==> src/rtl/instruction_splitter_pkg.sv <==
// instruction_splitter_pkg: ISA field positions, widths, opcodes and the decoded-field record
// shared by the instruction splitter and its field decoder.
package instruction_splitter_pkg;

    localparam int WORD_W     = 32;
    localparam int REG_W      = 5;
    localparam int IMM_W      = 17;
    localparam int TARGET_W   = 27;

    localparam int OPCODE_MSB = 31;
    localparam int OPCODE_LSB = 27;
    localparam int RD_MSB     = 26;
    localparam int RD_LSB     = 22;
    localparam int RS_MSB     = 21;
    localparam int RS_LSB     = 17;
    localparam int RT_MSB     = 16;
    localparam int RT_LSB     = 12;
    localparam int SHAMT_MSB  = 11;
    localparam int SHAMT_LSB  = 7;
    localparam int ALUOP_MSB  = 6;
    localparam int ALUOP_LSB  = 2;
    localparam int IMM_MSB    = 16;
    localparam int TARGET_MSB = 26;

    localparam logic [REG_W-1:0] OP_RTYPE = 5'b00000;
    localparam logic [REG_W-1:0] OP_J     = 5'b00001;
    localparam logic [REG_W-1:0] OP_JAL   = 5'b00011;
    localparam logic [REG_W-1:0] OP_SETX  = 5'b10101;
    localparam logic [REG_W-1:0] OP_BEX   = 5'b10110;

    typedef struct packed {
        logic [REG_W-1:0]    opcode;
        logic [REG_W-1:0]    rd;
        logic [REG_W-1:0]    rs;
        logic [REG_W-1:0]    rt;
        logic [REG_W-1:0]    shamt;
        logic [REG_W-1:0]    alu_op;
        logic [IMM_W-1:0]    immediate;
        logic [TARGET_W-1:0] target;
        logic [WORD_W-1:0]   imm_sext;
        logic                is_rtype;
        logic                is_jtype;
        logic                is_itype;
    } fields_t;

    function automatic logic is_jump_op(input logic [REG_W-1:0] op);
        return op inside {OP_J, OP_JAL, OP_SETX, OP_BEX};
    endfunction

endpackage

==> src/rtl/instruction_splitter_if.sv <==
// instruction_splitter_if: instruction word in, registered decoded fields out.
interface instruction_splitter_if;
    logic        in_valid;
    logic [31:0] data_instruction;
    logic        out_valid;
    logic [4:0]  data_opcode;
    logic [4:0]  data_rd;
    logic [4:0]  data_rs;
    logic [4:0]  data_rt;
    logic [4:0]  data_shamt;
    logic [4:0]  data_ALUop;
    logic [16:0] data_immediate;
    logic [26:0] data_target;
    logic [31:0] data_imm_sext;
    logic        is_rtype;
    logic        is_jtype;
    logic        is_itype;

    modport master (
        output in_valid, data_instruction,
        input  out_valid, data_opcode, data_rd, data_rs, data_rt, data_shamt, data_ALUop,
               data_immediate, data_target, data_imm_sext, is_rtype, is_jtype, is_itype
    );

    modport slave (
        input  in_valid, data_instruction,
        output out_valid, data_opcode, data_rd, data_rs, data_rt, data_shamt, data_ALUop,
               data_immediate, data_target, data_imm_sext, is_rtype, is_jtype, is_itype
    );
endinterface

==> src/rtl/instruction_splitter_fields.sv <==
// instruction_fields: combinational slicing, immediate sign extension and format class decode.
module instruction_fields
    import instruction_splitter_pkg::*;
(
    input  logic [WORD_W-1:0] i_instr,
    output fields_t           o_fields
);
    logic [REG_W-1:0] w_opcode;
    logic             w_rtype;
    logic             w_jtype;

    assign w_opcode = i_instr[OPCODE_MSB:OPCODE_LSB];
    assign w_rtype  = w_opcode == OP_RTYPE;
    assign w_jtype  = is_jump_op(w_opcode);

    always_comb begin
        o_fields           = '0;
        o_fields.opcode    = w_opcode;
        o_fields.rd        = i_instr[RD_MSB:RD_LSB];
        o_fields.rs        = i_instr[RS_MSB:RS_LSB];
        o_fields.rt        = i_instr[RT_MSB:RT_LSB];
        o_fields.shamt     = i_instr[SHAMT_MSB:SHAMT_LSB];
        o_fields.alu_op    = i_instr[ALUOP_MSB:ALUOP_LSB];
        o_fields.immediate = i_instr[IMM_MSB:0];
        o_fields.target    = i_instr[TARGET_MSB:0];
        o_fields.imm_sext  = {{(WORD_W-IMM_W){i_instr[IMM_MSB]}}, i_instr[IMM_MSB:0]};
        o_fields.is_rtype  = w_rtype;
        o_fields.is_jtype  = w_jtype;
        o_fields.is_itype  = !w_rtype && !w_jtype;
    end
endmodule

==> src/rtl/instruction_splitter.sv <==
// instruction_splitter: captures one instruction per valid cycle and presents its decoded
// fields from registers one cycle later.
module instruction_splitter
    import instruction_splitter_pkg::*;
(
    input  logic                  clock,
    input  logic                  reset_n,
    instruction_splitter_if.slave bus
);
    fields_t w_fields;
    fields_t r_fields;
    logic    r_valid;

    instruction_fields u_fields (
        .i_instr  (bus.data_instruction),
        .o_fields (w_fields)
    );

    // Zero fields keep all class flags low until the first capture
    always_ff @(posedge clock or negedge reset_n) begin
        if (!reset_n) begin
            r_fields <= '0;
            r_valid  <= 1'b0;
        end else begin
            r_valid <= bus.in_valid;
            if (bus.in_valid) r_fields <= w_fields;
        end
    end

    assign bus.out_valid      = r_valid;
    assign bus.data_opcode    = r_fields.opcode;
    assign bus.data_rd        = r_fields.rd;
    assign bus.data_rs        = r_fields.rs;
    assign bus.data_rt        = r_fields.rt;
    assign bus.data_shamt     = r_fields.shamt;
    assign bus.data_ALUop     = r_fields.alu_op;
    assign bus.data_immediate = r_fields.immediate;
    assign bus.data_target    = r_fields.target;
    assign bus.data_imm_sext  = r_fields.imm_sext;
    assign bus.is_rtype       = r_fields.is_rtype;
    assign bus.is_jtype       = r_fields.is_jtype;
    assign bus.is_itype       = r_fields.is_itype;
endmodule

==> src/flat_wrapper.sv <==
// flat-port wrapper written by rule: the top's interface ports become plain ports
module instruction_splitter_flat import instruction_splitter_pkg::*;
  (clock, reset_n, bus_in_valid, bus_data_instruction, bus_out_valid, bus_data_opcode, bus_data_rd, bus_data_rs, bus_data_rt, bus_data_shamt, bus_data_ALUop, bus_data_immediate, bus_data_target, bus_data_imm_sext, bus_is_rtype, bus_is_jtype, bus_is_itype);
  instruction_splitter_if bus_i ();
  input  logic clock;
  input  logic reset_n;
  input wire logic [$bits(bus_i.in_valid)-1:0] bus_in_valid;
  input wire logic [$bits(bus_i.data_instruction)-1:0] bus_data_instruction;
  output wire logic [$bits(bus_i.out_valid)-1:0] bus_out_valid;
  output wire logic [$bits(bus_i.data_opcode)-1:0] bus_data_opcode;
  output wire logic [$bits(bus_i.data_rd)-1:0] bus_data_rd;
  output wire logic [$bits(bus_i.data_rs)-1:0] bus_data_rs;
  output wire logic [$bits(bus_i.data_rt)-1:0] bus_data_rt;
  output wire logic [$bits(bus_i.data_shamt)-1:0] bus_data_shamt;
  output wire logic [$bits(bus_i.data_ALUop)-1:0] bus_data_ALUop;
  output wire logic [$bits(bus_i.data_immediate)-1:0] bus_data_immediate;
  output wire logic [$bits(bus_i.data_target)-1:0] bus_data_target;
  output wire logic [$bits(bus_i.data_imm_sext)-1:0] bus_data_imm_sext;
  output wire logic [$bits(bus_i.is_rtype)-1:0] bus_is_rtype;
  output wire logic [$bits(bus_i.is_jtype)-1:0] bus_is_jtype;
  output wire logic [$bits(bus_i.is_itype)-1:0] bus_is_itype;
  assign bus_i.in_valid = bus_in_valid;
  assign bus_i.data_instruction = bus_data_instruction;
  assign bus_out_valid = bus_i.out_valid;
  assign bus_data_opcode = bus_i.data_opcode;
  assign bus_data_rd = bus_i.data_rd;
  assign bus_data_rs = bus_i.data_rs;
  assign bus_data_rt = bus_i.data_rt;
  assign bus_data_shamt = bus_i.data_shamt;
  assign bus_data_ALUop = bus_i.data_ALUop;
  assign bus_data_immediate = bus_i.data_immediate;
  assign bus_data_target = bus_i.data_target;
  assign bus_data_imm_sext = bus_i.data_imm_sext;
  assign bus_is_rtype = bus_i.is_rtype;
  assign bus_is_jtype = bus_i.is_jtype;
  assign bus_is_itype = bus_i.is_itype;
  instruction_splitter u_core (.clock(clock), .reset_n(reset_n), .bus(bus_i));
endmodule
==> config.mk <==
export PLATFORM = sky130hd
export DESIGN_NAME = instruction_splitter_flat
export DESIGN_NICKNAME = d
export VERILOG_FILES = /design/src/rtl/instruction_splitter_pkg.sv /design/src/rtl/instruction_splitter_if.sv /design/src/rtl/instruction_splitter_fields.sv /design/src/rtl/instruction_splitter.sv /design/src/flat_wrapper.sv
export SDC_FILE = /design/constraint.sdc
export NUM_CORES = 1
export LEC_CHECK = 0
export ABC_AREA = 1
export CORE_MARGIN = 8
export CORE_UTILIZATION = 34
export DETAILED_ROUTE_END_ITERATION = 8
export GPL_TIMING_DRIVEN = 1
export PLACE_DENSITY_LB_ADDON = 0.12
export SYNTH_ARGS = -nofsm -noshare
export SYNTH_HDL_FRONTEND = slang
export SYNTH_SLANG_ARGS = --single-unit
==> constraint.sdc <==
create_clock -name clock -period 1.4 [get_ports clock]
set_clock_uncertainty 0.1 [all_clocks]
set_input_delay 0.28 -clock clock [delete_from_list [all_inputs] [get_ports clock]]
set_output_delay 0.28 -clock clock [all_outputs]
set_load 0.02 [all_outputs]
==> results_dict.tcl <==
set metrics [dict create \
    timing.fmax_mhz 723 \
    clkSinkCount 36 \
    leakage_nw 1.55 \
    synth.cell_area_mm2 0.00197 \
    grt_pass1_vias 1544 \
    power_density_mw_per_mm2 982 \
    dp_slack_ps -149 \
    ys_ff_latch 36 \
    via_count 1578 \
    status "finished, final reports clean" \
    ios 145 \
    multiInputGateArea_um2 433 \
    dieArea_mm2 0.00848 \
    seq_area_um2 902 \
    drive_above_1_share_pct 36.6 \
    globalRouteOverflowTotal 0 \
    grt_max_degree 37 \
    totalWireLength_um 5430 \
    reg2regPathDepth 4 \
    tightest_slew_ps 303 \
    crit_path_cell_trace "dlygate4sd2_1" \
    worst_path_max_delay_cell "dfrtp_1" \
    antenna_cells 0 \
    finalCritPeriodShare_pct 98.8 \
    syn_avg_cell_area_um2 8.49 \
    routedWlPerCell_um 13.8 \
    fp.dieW_um 92.1 \
    synth_cells 232 \
    port_buffers 144 \
    finalSetupViolCount 0 \
    path_buf_inv 1 \
    rr_endpoint "u_core.bus.data_target[8]" \
    hold_class "reg -> reg" \
    area_delta_synth_final_pct 52.7 \
    grt_pass1_wl_um 8360 \
    syn_nets 267 \
    nNetsFinal 357 \
    worst_setup_path_start_kind "register" \
    synth_edf_count 0 \
    vias_per_cell 4.03 \
    num_rows 27 \
    finalCriticalPeriod_ps 1380 \
    die_y_um 92.1 \
    clock_path_buffers 2 \
    timing.rr.start "u_core.bus.data_target[8]" \
    cts-buffers-inserted 5 \
    antenna_left 0 \
    drt_iter0_drc 37 \
    clk_pin_slew_worst_paths_ps 60 \
    tritoncts "built" \
    initial_core_util_pct 35.5 \
    place_congestion 0.737 \
    synth_cell_type_count 14 \
    cp.required_ps 1020 \
    synthArstFlopShare_pct 100 \
    n_fill_cell 553 \
    grt_usage_pct 12.3 \
    cp_max_fo 3 \
    hpwl_um 4290 \
    grt_antenna_before_repair 0 \
    synth_largest_area_cell "dfrtp_1" \
    crit_family "flip-flops" \
    relSlewSlack_pct 79.7 \
    synth-seq-area-share_pct 45.7 \
    r2r_setup_slack_ps 420 \
    peakVddDrop_mv 0.420 \
    h-tree-depth 2 \
    fin_ws_ps 16.7 \
    synth_top_area_share_pct 45.7 \
    rsz0062_at_grt "true" \
    critPathMaxStageDelay_ps 390 \
    cap_violations 0 \
    synthTopCellsByCount "nand2_1, buf_4, dfrtp_1, nor2_1, buf_6" \
    core_area_mm2 0.00554 \
    synth_area_leaders "dfrtp_1, buf_4, nand2_1" \
    synth_ff_type "dfrtp_1" \
    hold_path_end "u_core.bus.data_opcode[0]" \
    root_buffer "clkbuf_8" \
    slew_viol_final 0 \
    finalHoldViolCount 0 \
    yosysMostFrequentCell "nand2_1" \
    crit_type "reg -> out" \
    firstDrtPassIters 4 \
    end_kind "primary output" \
    worstHoldPathCells 2 \
    arrival_ps 1000 \
    drc_errors 0 \
    clk_latency_ps 270 \
    final_util_pct 54.3 \
    hold_start "u_core.bus.data_opcode[0]" \
    ys_warn_count 0 \
]
-- registers in the layout (all words and copies together) (netlist names) --
register	cells
u_core.bus.data_target	27
u_core.bus.out_valid	1
u_core.bus.is_jtype	1
u_core.bus.is_rtype	1
u_core.bus.data_opcode	5
u_core.bus.is_itype	1
-- cell type report --
cell class	count	share of cell area, %
Timing Repair Buffer	164	49.8
Tap cell	72	3.00
Multi-Input combinational cell	111	14.4
Sequential cell	36	30.0
Clock buffer	5	2.29
Inverter	4	0.582
-- metrics by stage --
step / instances / hold slack [ps] / setup TNS [ps] / area, um^2 / power, mW
2_1_floorplan: 232 / -116 / 0 / 1970 / 1.99
3_3_place_gp: 380 / 159 / -5670 / 3030 / 2.48
3_5_place_dp: 380 / 159 / -6470 / 3030 / 2.49
4_1_cts: 386 / 370 / -10.3 / 3050 / 3.00
5_1_grt: 392 / 401 / -458 / 3010 / 3.13
6_report: 392 / 367 / 0 / 3010 / 2.95
-- logic make-up after synthesis --
kind of cell / share of synthesized area (%)
AND/OR/NAND/NOR: 20.8
flip-flops: 45.7
AO/OA/AOI/OAI: 1.21
buffers and inverters: 32.3
-- power breakdown --
part           switching, mW  leakage, nW  total (mW)  internal (mW)
clock                  0.317       0.0359       0.637          0.320
sequential            0.0828        0.439        1.21           1.13
combinational          0.618         1.07        1.10          0.485
total                   1.02         1.55        2.95           1.94
-- placed cells by master (no fill, tap or decap) --
cell type	count
dfrtp_2	1
clkdlybuf4s50_1	33
nand2_2	1
dfrtp_1	35
inv_4	1
dlygate4sd3_1	1
buf_2	21
clkdlybuf4s15_1	18
clkbuf_2	16
nand4_1	1
clkdlybuf4s15_2	46
o21ai_0	2
a21oi_2	1
buf_4	21
clkbuf_8	5
dlygate4sd2_1	4
nor2_1	5
a21oi_1	1
nand3_1	2
nand2_1	98
buf_12	4
inv_1	3
-- layer usage --
| metal | vias to the layer above | share of wire (%) | GRT usage (%) | wire, um |
|---|---|---|---|---|
| met1 | 694 | 41 | 13.1 | 2220 |
| met3 | 6 | 8.7 | 5.70 | 474 |
| met2 | 73 | 49 | 21.1 | 2680 |
| li1 | 805 | - | - | - |
| met5 | - | 0 | 0 | 0 |
| met4 | 0 | 0.94 | 3.62 | 51 |
-- worst register-to-register path, cell delays in order, from the launching register on --
cell and delay (ps):
dfrtp_1 420, buf_4 150, buf_4 120, nand2_1 50, nand2_1 40
-- worst max path at each step --
stage | from | to | cells past startpoint
3_3_place_gp | bus_in_valid | u_core.bus.is_jtype | 5
2_1_floorplan | u_core.bus.data_target[16] | bus_data_imm_sext[17] | 1
4_1_cts | u_core.bus.data_target[13] | bus_data_immediate[13] | 1
6_report | u_core.bus.data_target[23] | bus_data_target[23] | 1
5_1_grt | u_core.bus.data_target[23] | bus_data_rd[1] | 1
3_5_place_dp | bus_in_valid | u_core.bus.is_jtype | 5
-- what timing repair did --
action / 4_1_cts / 5_1_grt
gates cloned: 0 / 0
resized for setup: 288 / 50
endpoints found under the setup margin: 110 / 85
hold buffers: 1 / 0
buffers inserted: 0 / 6
hold endpoints to repair: 36 / 0
(Power assumes the default switching activity.)
